### src/rtl/mjpg_pkg.sv
// Marker codes and parser state encoding shared by the MJPG marker parser files.
package mjpg_pkg;

  localparam logic [7:0] MK_PREFIX = 8'hFF;
  localparam logic [7:0] MK_STUFF  = 8'h00;
  localparam logic [7:0] MK_SOI    = 8'hD8;
  localparam logic [7:0] MK_EOI    = 8'hD9;
  localparam logic [7:0] MK_SOF0   = 8'hC0;
  localparam logic [7:0] MK_SOS    = 8'hDA;
  localparam logic [7:0] MK_RST0   = 8'hD0;
  localparam logic [7:0] MK_RST7   = 8'hD7;

  typedef enum logic [2:0] {
    ST_IDLE,
    ST_MARK,
    ST_LEN_HI,
    ST_LEN_LO,
    ST_SEG,
    ST_ENTROPY,
    ST_ENT_FF
  } state_e;

  function automatic logic is_rst_marker(input logic [7:0] b);
    return (b >= MK_RST0) && (b <= MK_RST7);
  endfunction

endpackage

### src/rtl/mjpg_byte_fifo.sv
// Entropy byte FIFO, {elast, byte} wide; a push into a full FIFO lands only if a pop frees a slot.
module mjpg_byte_fifo #(
  parameter int DEPTH = 16
) (
  input  logic       clk,
  input  logic       rst,
  input  logic       push_i,
  input  logic [8:0] wdata_i,
  input  logic       pop_i,
  output logic [8:0] rdata_o,
  output logic       full_o,
  output logic       empty_o
);

  localparam int AW = $clog2(DEPTH);
  localparam logic [AW:0] PTR_ONE = 1;

  logic [8:0]  mem_q [DEPTH];
  logic [AW:0] wptr_q, rptr_q;
  logic        wr_en, rd_en;

  assign empty_o = (wptr_q == rptr_q);
  assign full_o  = (wptr_q[AW] != rptr_q[AW]) && (wptr_q[AW-1:0] == rptr_q[AW-1:0]);
  assign wr_en   = push_i & (~full_o | pop_i);
  assign rd_en   = pop_i & ~empty_o;
  assign rdata_o = mem_q[rptr_q[AW-1:0]];

  always_ff @(posedge clk) begin
    if (rst) begin
      wptr_q <= '0;
      rptr_q <= '0;
    end else begin
      if (wr_en) wptr_q <= wptr_q + PTR_ONE;
      if (rd_en) rptr_q <= rptr_q + PTR_ONE;
    end
  end

  always_ff @(posedge clk) begin
    if (wr_en) mem_q[wptr_q[AW-1:0]] <= wdata_i;
  end

endmodule

### src/rtl/mjpg_marker_parser.sv
// MJPG marker parser: frame events, SOF0 dimensions and an unstuffed entropy byte stream.
// Build macro MJPG_PARSER_STATS_EN adds frame_cnt and rst_marker_cnt outputs.
module mjpg_marker_parser
  import mjpg_pkg::*;
#(
  parameter int FIFO_DEPTH = 16
) (
  input  logic        clk,
  input  logic        rst,
`ifdef MJPG_PARSER_STATS_EN
  output logic [15:0] frame_cnt,
  output logic [15:0] rst_marker_cnt,
`endif
  input  logic        jvalid,
  input  logic [7:0]  jpeg,
  output logic        evalid,
  input  logic        eready,
  output logic [7:0]  edata,
  output logic        elast,
  output logic        frame_start,
  output logic        frame_end,
  output logic [11:0] width,
  output logic [11:0] height,
  output logic        dims_valid,
  output logic        err_overflow,
  output logic        err_marker
);

  state_e      state_q, state_d;
  logic        ff_q, ff_d;
  logic [7:0]  code_q, code_d;
  logic [7:0]  len_hi_q, len_hi_d;
  logic [15:0] rem_q, rem_d;
  logic [2:0]  idx_q, idx_d;
  logic [7:0]  stg_q, stg_d;
  logic        stg_vld_q, stg_vld_d;
  logic [11:0] width_q, width_d, height_q, height_d;
  logic        dims_q, dims_d, fs_q, fs_d, fe_q, fe_d;
  logic        eovf_q, eovf_d, emk_q, emk_d;
  logic        data_en, seg_end, push, pop, full, empty;
  logic [8:0]  push_data, head;
  logic [15:0] len;

  always_comb begin
    state_d   = state_q;
    ff_d      = ff_q;
    code_d    = code_q;
    len_hi_d  = len_hi_q;
    rem_d     = rem_q;
    idx_d     = idx_q;
    stg_d     = stg_q;
    stg_vld_d = stg_vld_q;
    width_d   = width_q;
    height_d  = height_q;
    dims_d    = dims_q;
    fs_d      = 1'b0;
    fe_d      = 1'b0;
    emk_d     = emk_q;
    data_en   = 1'b0;
    seg_end   = 1'b0;
    push      = 1'b0;
    push_data = {1'b0, stg_q};
    len       = {len_hi_q, jpeg};
    if (jvalid) begin
      unique case (state_q)
        ST_IDLE: begin
          if (ff_q && jpeg == MK_SOI) begin
            fs_d = 1'b1; dims_d = 1'b0; ff_d = 1'b0; state_d = ST_MARK;
          end else begin
            ff_d = (jpeg == MK_PREFIX);
          end
        end
        // ff_q distinguishes "waiting for FF" from "FF seen, waiting for the code"
        ST_MARK: begin
          if (!ff_q) begin
            if (jpeg == MK_PREFIX) ff_d = 1'b1;
            else begin emk_d = 1'b1; state_d = ST_IDLE; end
          end else if (jpeg == MK_SOI) begin
            fs_d = 1'b1; dims_d = 1'b0; ff_d = 1'b0;
          end else if (jpeg != MK_PREFIX) begin
            code_d = jpeg; ff_d = 1'b0; state_d = ST_LEN_HI;
          end
        end
        ST_LEN_HI: begin
          len_hi_d = jpeg; state_d = ST_LEN_LO;
        end
        ST_LEN_LO: begin
          rem_d = len - 16'd2;
          idx_d = 3'd0;
          if (len < 16'd2) begin emk_d = 1'b1; ff_d = 1'b0; state_d = ST_IDLE; end
          else if (len == 16'd2) seg_end = 1'b1;
          else state_d = ST_SEG;
        end
        // SOF0 payload index 0 is the sample precision; height and width follow it
        ST_SEG: begin
          if (code_q == MK_SOF0) begin
            case (idx_q)
              3'd1: height_d[11:8] = jpeg[3:0];
              3'd2: height_d[7:0]  = jpeg;
              3'd3: width_d[11:8]  = jpeg[3:0];
              3'd4: begin width_d[7:0] = jpeg; dims_d = 1'b1; end
              default: ;
            endcase
          end
          if (idx_q != 3'd7) idx_d = idx_q + 3'd1;
          rem_d   = rem_q - 16'd1;
          seg_end = (rem_q == 16'd1);
        end
        ST_ENTROPY: begin
          if (jpeg == MK_PREFIX) state_d = ST_ENT_FF;
          else data_en = 1'b1;
        end
        ST_ENT_FF: begin
          state_d = ST_ENTROPY;
          if (jpeg == MK_STUFF) data_en = 1'b1;
          else if (jpeg == MK_PREFIX) state_d = ST_ENT_FF;
          else if (jpeg == MK_EOI) begin
            push = stg_vld_q; push_data = {1'b1, stg_q}; stg_vld_d = 1'b0;
            fe_d = 1'b1; dims_d = 1'b0; ff_d = 1'b0; state_d = ST_IDLE;
          end else if (!is_rst_marker(jpeg)) begin
            // an unterminated frame abandons its staged byte
            emk_d = 1'b1; stg_vld_d = 1'b0; ff_d = 1'b0;
            if (jpeg == MK_SOI) begin fs_d = 1'b1; dims_d = 1'b0; state_d = ST_MARK; end
            else state_d = ST_IDLE;
          end
        end
        default: state_d = ST_IDLE;
      endcase
    end
    if (seg_end) begin
      ff_d    = 1'b0;
      state_d = (code_q == MK_SOS) ? ST_ENTROPY : ST_MARK;
    end
    if (data_en) begin
      push      = stg_vld_q;
      push_data = {1'b0, stg_q};
      stg_d     = (state_q == ST_ENT_FF) ? MK_PREFIX : jpeg;
      stg_vld_d = 1'b1;
    end
    eovf_d = eovf_q | (push & full & ~pop);
  end

  always_ff @(posedge clk) begin
    if (rst) begin
      state_q   <= ST_IDLE;
      ff_q      <= 1'b0;
      stg_vld_q <= 1'b0;
      width_q   <= '0;
      height_q  <= '0;
      dims_q    <= 1'b0;
      fs_q      <= 1'b0;
      fe_q      <= 1'b0;
      eovf_q    <= 1'b0;
      emk_q     <= 1'b0;
    end else begin
      state_q   <= state_d;
      ff_q      <= ff_d;
      stg_vld_q <= stg_vld_d;
      width_q   <= width_d;
      height_q  <= height_d;
      dims_q    <= dims_d;
      fs_q      <= fs_d;
      fe_q      <= fe_d;
      eovf_q    <= eovf_d;
      emk_q     <= emk_d;
    end
    code_q   <= code_d;
    len_hi_q <= len_hi_d;
    rem_q    <= rem_d;
    idx_q    <= idx_d;
    stg_q    <= stg_d;
  end

`ifdef MJPG_PARSER_STATS_EN
  logic [15:0] frame_cnt_q, rst_cnt_q;

  always_ff @(posedge clk) begin
    if (rst) begin
      frame_cnt_q <= '0;
      rst_cnt_q   <= '0;
    end else begin
      if (fe_d) frame_cnt_q <= frame_cnt_q + 16'd1;
      if (jvalid && state_q == ST_ENT_FF && is_rst_marker(jpeg)) rst_cnt_q <= rst_cnt_q + 16'd1;
    end
  end

  assign frame_cnt      = frame_cnt_q;
  assign rst_marker_cnt = rst_cnt_q;
`endif

  mjpg_byte_fifo #(.DEPTH(FIFO_DEPTH)) u_fifo (
    .clk     (clk),
    .rst     (rst),
    .push_i  (push),
    .wdata_i (push_data),
    .pop_i   (pop),
    .rdata_o (head),
    .full_o  (full),
    .empty_o (empty)
  );

  assign pop          = eready & ~empty;
  assign evalid       = ~empty;
  assign edata        = empty ? 8'h00 : head[7:0];
  assign elast        = ~empty & head[8];
  assign frame_start  = fs_q;
  assign frame_end    = fe_q;
  assign width        = width_q;
  assign height       = height_q;
  assign dims_valid   = dims_q;
  assign err_overflow = eovf_q;
  assign err_marker   = emk_q;

endmodule
### config.mk
export PLATFORM = sky130hd
export DESIGN_NAME = mjpg_marker_parser
export DESIGN_NICKNAME = d
export VERILOG_FILES = /design/src/rtl/mjpg_pkg.sv /design/src/rtl/mjpg_byte_fifo.sv /design/src/rtl/mjpg_marker_parser.sv
export SDC_FILE = /design/constraint.sdc
export NUM_CORES = 1
export LEC_CHECK = 0
export ABC_AREA = 1
export CAP_MARGIN = 0
export CELL_PAD_IN_SITES_DETAIL_PLACEMENT = 1
export CELL_PAD_IN_SITES_GLOBAL_PLACEMENT = 1
export CORE_MARGIN = 2
export CORE_UTILIZATION = 48
export DETAILED_ROUTE_END_ITERATION = 8
export HOLD_SLACK_MARGIN = 0.12
export MAX_ROUTING_LAYER = met4
export PLACE_DENSITY = 0.83
export SLEW_MARGIN = 10
export SYNTH_ARGS = -nofsm -noshare
export SYNTH_HDL_FRONTEND = slang
export SYNTH_SLANG_ARGS = --single-unit
### constraint.sdc
create_clock -name clk -period 2.6 [get_ports clk]
set_input_delay 0.39 -clock clk [delete_from_list [all_inputs] [get_ports clk]]
set_output_delay 0.39 -clock clk [all_outputs]
set_load 0.005 [all_outputs]
## Word level (Yosys, flattened, before mapping)

Memories as Yosys holds them, arrays and structs flattened. A register that Yosys moved wholly into a read port is not among the register bits.
Index checks and enable logic that the tools add are counted.

| storage, ports and cells | value |
|---|---|
| input port bits | 12 |
| register bits after elaboration | 87 |
| ROM bits | 0 |
| RAM bits | 144 |
| output and inout port bits | 39 |
| memories | 1 |
| latch bits | 0 |

| operators by class | value |
|---|---|
| equality and inequality tests | 45 |
| mux-type cells | 86 |
| shifts and indexed selects | 0 |
| $mul | 0 |
| order comparisons | 3 |
| bitwise operators | 14 |
| reductions and logical operators | 28 |
| divide/modulo/power cells | 0 |
| add/sub/neg operators | 5 |

Memory list:

| memory | words | width | rd ports | clocked after memory_dff | write ports | line | RTL |
|---|---|---|---|---|---|---|---|
| u_fifo.mem_q | 16 | 9 | 1 | 1 | 1 | mjpg_byte_fifo.sv:18 | `logic [8:0] mem_q [DEPTH];` |

Operators by type and width:

| operator | count |
|---|---|
| 2-to-1 mux 9 bit | 6 |
| 2-to-1 mux 1 bit | 52 |
| 2-to-1 mux 3 bit | 16 |
| equality test 8 bit, second input constant | 5 |
| one-hot mux 16 bit (2 select lines) | 1 |
| != test 2 bit, second input constant | 14 |
| one-hot mux 3 bit (7 select lines) | 1 |
| AND reduction 9 bit | 2 |
| equality test 16 x 1 -> 1 bit, second input constant | 1 |
| equality test 16 x 2 -> 1 bit, second input constant | 1 |
| less-than comparator 16 x 2 -> 1 bit, second input constant | 1 |
| != test 4 bit, second input constant | 4 |
| AND reduction 4 bit | 4 |
| subtractor 16 x 1 -> 16 bit, second input constant | 1 |
| subtractor 16 x 2 -> 16 bit, second input constant | 1 |
| != test 3 bit, second input constant | 5 |
| equality test 3 x 2 -> 1 bit, second input constant | 4 |
| equality test 3 bit, second input constant | 4 |
| adder 5 x 1 -> 5 bit, second input constant | 2 |
| AND reduction 5 bit | 2 |
| greater-or-equal comparator 8 bit, second input constant | 1 |
| <= comparator 8 bit, second input constant | 1 |
| zero test 8 bit | 1 |
| 2-to-1 mux 4 bit | 2 |
| 26 further kinds | 49 |

## Depth between registers and ports, before layout

| depth | value |
|---|---|
| word-level depth | 10 |
| depth in mapped cells | 13 |
| gate-level depth less buffers | 13 |

## By module

A second synthesis with hierarchy kept.

| second synthesis, totals | value |
|---|---|
| cell total of the unflattened synthesis | 1134 |
| area total of the unflattened synthesis | 10938.0 µm² |

By module, submodules not included:

| module | area each (µm²) | cells an instance | instances |
|---|---|---|---|
| mjpg_byte_fifo | 6665.1 | 579 | 1 |
| mjpg_marker_parser | 4272.8 | 555 | 1 |

## Worst setup path after synthesis

OpenSTA, ideal clock, no wires.

| timing path | value |
|---|---|
| path type | input to register |
| from | input port jpeg[3] |
| to | memory u_fifo.mem_q[7][0] (enable) |
| path slack | 0.217 ns |
| stages | 9 |
| required time | 2.213 ns |
| data arrival time | 1.996 ns |
| cells stage by stage | clkbuf_2 > nand2_1 > nor2_2 > nand2_1 > nor2_1 > nand3_1 > nand2_4 > nand3_4 > nor3_1 |

| between the ends | value |
|---|---|
| cells in the longest elaborated chain, start to end | 10 |
| elaborated cells between the ends (all ways) | 16 |

RTL lines:

| what | line | RTL |
|---|---|---|
| start, declared | mjpg_marker_parser.sv:15 | `input logic [7:0] jpeg,` |
| equality test 8 bit | mjpg_marker_parser.sv:117 | `else if (jpeg == MK_EOI) begin` |
| 2-to-1 mux 1 bit | mjpg_marker_parser.sv:117 |  |
| 2-to-1 mux 1 bit | mjpg_marker_parser.sv:116 | `else if (jpeg == MK_PREFIX) state_d = ST_ENT_FF;` |
| 2-to-1 mux 1 bit | mjpg_marker_parser.sv:115 | `if (jpeg == MK_STUFF) data_en = 1'b1;` |
| 2-to-1 mux 1 bit | mjpg_marker_parser.sv:65 | `unique case (state_q)` |
| 2-to-1 mux 1 bit | mjpg_marker_parser.sv:64 | `if (jvalid) begin` |
| 2-to-1 mux 1 bit * | mjpg_marker_parser.sv:134 | `if (data_en) begin` |
| bitwise AND 1 bit * | mjpg_byte_fifo.sv:24 | `assign wr_en = push_i & (~full_o \| pop_i);` |
| 2-to-1 mux 1 bit * | mjpg_byte_fifo.sv:39 | `if (wr_en) mem_q[wptr_q[AW-1:0]] <= wdata_i;` |
| 2-to-1 mux 1 bit (implied by the code) * | mjpg_byte_fifo.sv:39 |  |
| end, declared | mjpg_byte_fifo.sv:18 |  |

Every way passes the cells marked *; elsewhere a longest branch is shown, timed or not.

==> run_results.csv <==
group,metric,value,unit
sta,clock_skew,0.0217,ns
sta,period_minus_slack,2.64,ns
power_and_ir_drop,ir_drop,0.000482,V
route,drt-initial-drc-count,866,
place,io_buffer_count,50,
outcome,violations,"negative setup slack",
yosys,synth_ff_type,"edfxtp_1",
die,ios,51,
route,via_per_inst,5.87,
critical_path,critPathRequiredTime,2.21,ns
yosys,synthArstFlopShare,0,
critical_path,slowest_delay,0.36,ns
critical_path,worstSetupEndpointType,"output port",
sta,maxSlewHeadroom,0.403,
die,die_h,153,um
place,dp_cells,1453,
yosys,netlist_area,0.0107,mm2
yosys,synthTopCellsByArea,"edfxtp_1 (53%), dfxtp_1 (9.0%), nand2_1 (5.8%), inv_1 (5.3%), a21oi_1 (4.6%)",
critical_path,critPathBufInv,4,
final_layout,utilization,0.609,
final_layout,stdcell_count,1516,
sta,hold_viol,0,
global_routing,first_global_vias,9491,
yosys,yosysTopAreaCellShare,0.525,
cts,cts_buffer_depth,3,
final_layout,drive_gt1_frac,0.164,
cts,cts_made_buffers,26,
critical_path,cpLargestDelayFamily,"buffers and inverters",
route,vias,8893,
power_and_ir_drop,total_leakage_power,5.14,nW
die,rows,54,
cts,clkTransAtPathRegs,0.06,ns
yosys,synth-seq-cells,235,
die,die_x,153,um
global_routing,grt_overflow,0,
sta,setup_viol,3,
global_routing,grt_antenna_before_repair,0,
final_layout,layout_commonest_cell,"edfxtp_1",
sta,fmax,379,MHz
critical_path,path_max_fanout,14,
yosys,seq_area_frac_synth,0.615,
yosys,yosysUniqueCellTypes,40,
outcome,outcome,"complete, but fails checks",
critical_path,slowest_stage,"dfxtp_4",
route,drt.antenna.violating_nets,0,
global_routing,grt_use_total,0.311,
power_and_ir_drop,power.density,682,mW/mm2
sta,slew_violations,0,
sta,fin_crit_sh,1.02,
cts,cts_tree,"built",
yosys,synth-edff-count,187,
place,hpwl,22.2,mm
final_layout,area_growth,24.3,%
place,gp_congestion,0.893,
critical_path,cp-start-kind,"flip-flop",
final_layout,final_cell_mix,"edfxtp_1 (187), nand2_1 (166), inv_1 (152)",
route,drc,0,
global_routing,grt_pass1_wl,55.0,mm
route,wl,36.2,mm
route,dr.pass1.iters,5,
hold_path,min_path_type,"reg -> reg",
critical_path,crit_chain,"buf_4 > buf_4 > clkbuf_16 > a21oi_1 > o21ai_1 > nand3_1 > a21oi_1 > a211oi_2 > buf_2",
sta,tightest_slew,0.896,ns
final_layout,nets,1244,
die,coreArea,0.0218,mm2
sta,fin_ws,-0.0405,ns
yosys,ys_warn_count,0,
yosys,synth.avg_cell_area,9.81,um2
yosys,yosysTopAreaCell,"edfxtp_1",
cts,cts.sinks,235,
job,drv_cap,0,
cts,insertion_delay,0.55,ns
die,die_area,0.0235,mm2
sta,rsz0062_at_grt,"yes",
yosys,synth_nets,1117,
route,wl_per_cell,23.9,um
yosys,netlist_instances,1090,
critical_path,path_class,"reg -> out",
cts,htreeDepth,1,
global_routing,grt_max_degree,32,
sta,fin_tns_setup,-0.0578,ns
final_layout,fillers,2367,
final_layout,diodes,0,
cts,root_buffer,"clkbuf_16",
critical_path,worst_ep_arrival_time,2.25,ns
die,initial_core_util,0.490,
cell families (layout without fill, tap and decap cells):
| family | Yosys count | after routing | synth area share |
|---|---|---|---|
| adders and majority gates | 15 | 15 | 0.0175 |
| buffers and inverters | 206 | 352 | 0.0746 |
| AOI/OAI and AO/OA | 246 | 246 | 0.127 |
| DFF | 235 | 235 | 0.615 |
| xor gates and xnor gates | 23 | 23 | 0.0188 |
| and+or+nand+nor | 365 | 365 | 0.147 |
report_power, final:
group          switching (mW)  internal (mW)  total, mW
clock network            1.60           2.45       4.06
logic                   0.569          0.353      0.922
registers              0.0352           4.05       4.08
routing by layer:
metal	vias up	wire [um]	track usage
li1	3964	-	-
met1	4463	14900	0.385
met2	380	17900	0.531
met3	86	2170	0.0335
met4	0	1210	0.110
met5	-	0	-
cells in the mapped netlist (5+ instances only):
cell	n
nand2_1	166
a211oi_1	21
nand4_1	15
inv_1	152
edfxtp_1	187
a31oi_1	5
nor3_1	11
nor2_1	105
o22ai_1	9
buf_2	14
ha_1	15
xor2_1	19
o211ai_1	18
inv_2	5
dfxtp_1	48
clkbuf_1	29
nand3_1	52
o21ai_0	89
a21oi_1	98
per-stage QoR:
stage / power, mW / worst slack [ns] / hold slack (ns) / area [um2]
detailed placement: 4.91 / -0.0358 / 0.449 / 12000
global route: 9.27 / -0.111 / 0.469 / 13300
global placement: 4.87 / 0.0701 / 0.439 / 12000
CTS: 8.97 / -0.0220 / 0.459 / 13200
floorplan: 4.57 / 0.217 / 0.440 / 10700
finish: 9.06 / -0.0405 / 0.457 / 13300
worst min-delay path, stage by stage (launching register included):
cell	delay [ns]
dfxtp_1	0.31
inv_1	0.05
a21oi_1	0.05
state kept, by name, summed over array words and instances (netlist names), 3 cells and up, named ones only:
name / cells
rem_q: 16
u_fifo.wptr_q: 5
stg_q: 8
u_fifo.mem_q: 144
height: 12
u_fifo.rptr_q: 5
width: 12
len_hi_q: 8
code_q: 8
state_q: 3
idx_q: 3
worst paths after layout:
| path | startpoint | to | slack [ns] | cells past startpoint |
|---|---|---|---|---|
| max | flip-flop | edata[4] | -0.04 | 9 |
| max reg2reg | state_q[1] | u_fifo.mem_q[2][7] | 0.36 | 11 |
| min | height[3] | height[3] | 0.46 | 2 |
| min reg2reg | height[3] | height[3] | 0.46 | 2 |
cell type report:
type	instances	area, um2	share of cell area
tap	280	350	0.0264
multi-input combinational	649	3480	0.262
inverter	160	609	0.0458
clock buffer	33	717	0.0539
sequential	235	6590	0.496
clock inverter	14	218	0.0164
timing repair buffer	145	1330	0.0999
timing repair:
action / CTS / global route
setup buffers: 10 / 4
endpoints found under the setup margin: 9 / 9
hold buffers: 0 / 0
gates resized for setup: 50 / 43
cloned: 1 / 1
pin swaps: 6 / 11
Note: power is estimated with default switching activity, not from simulation.
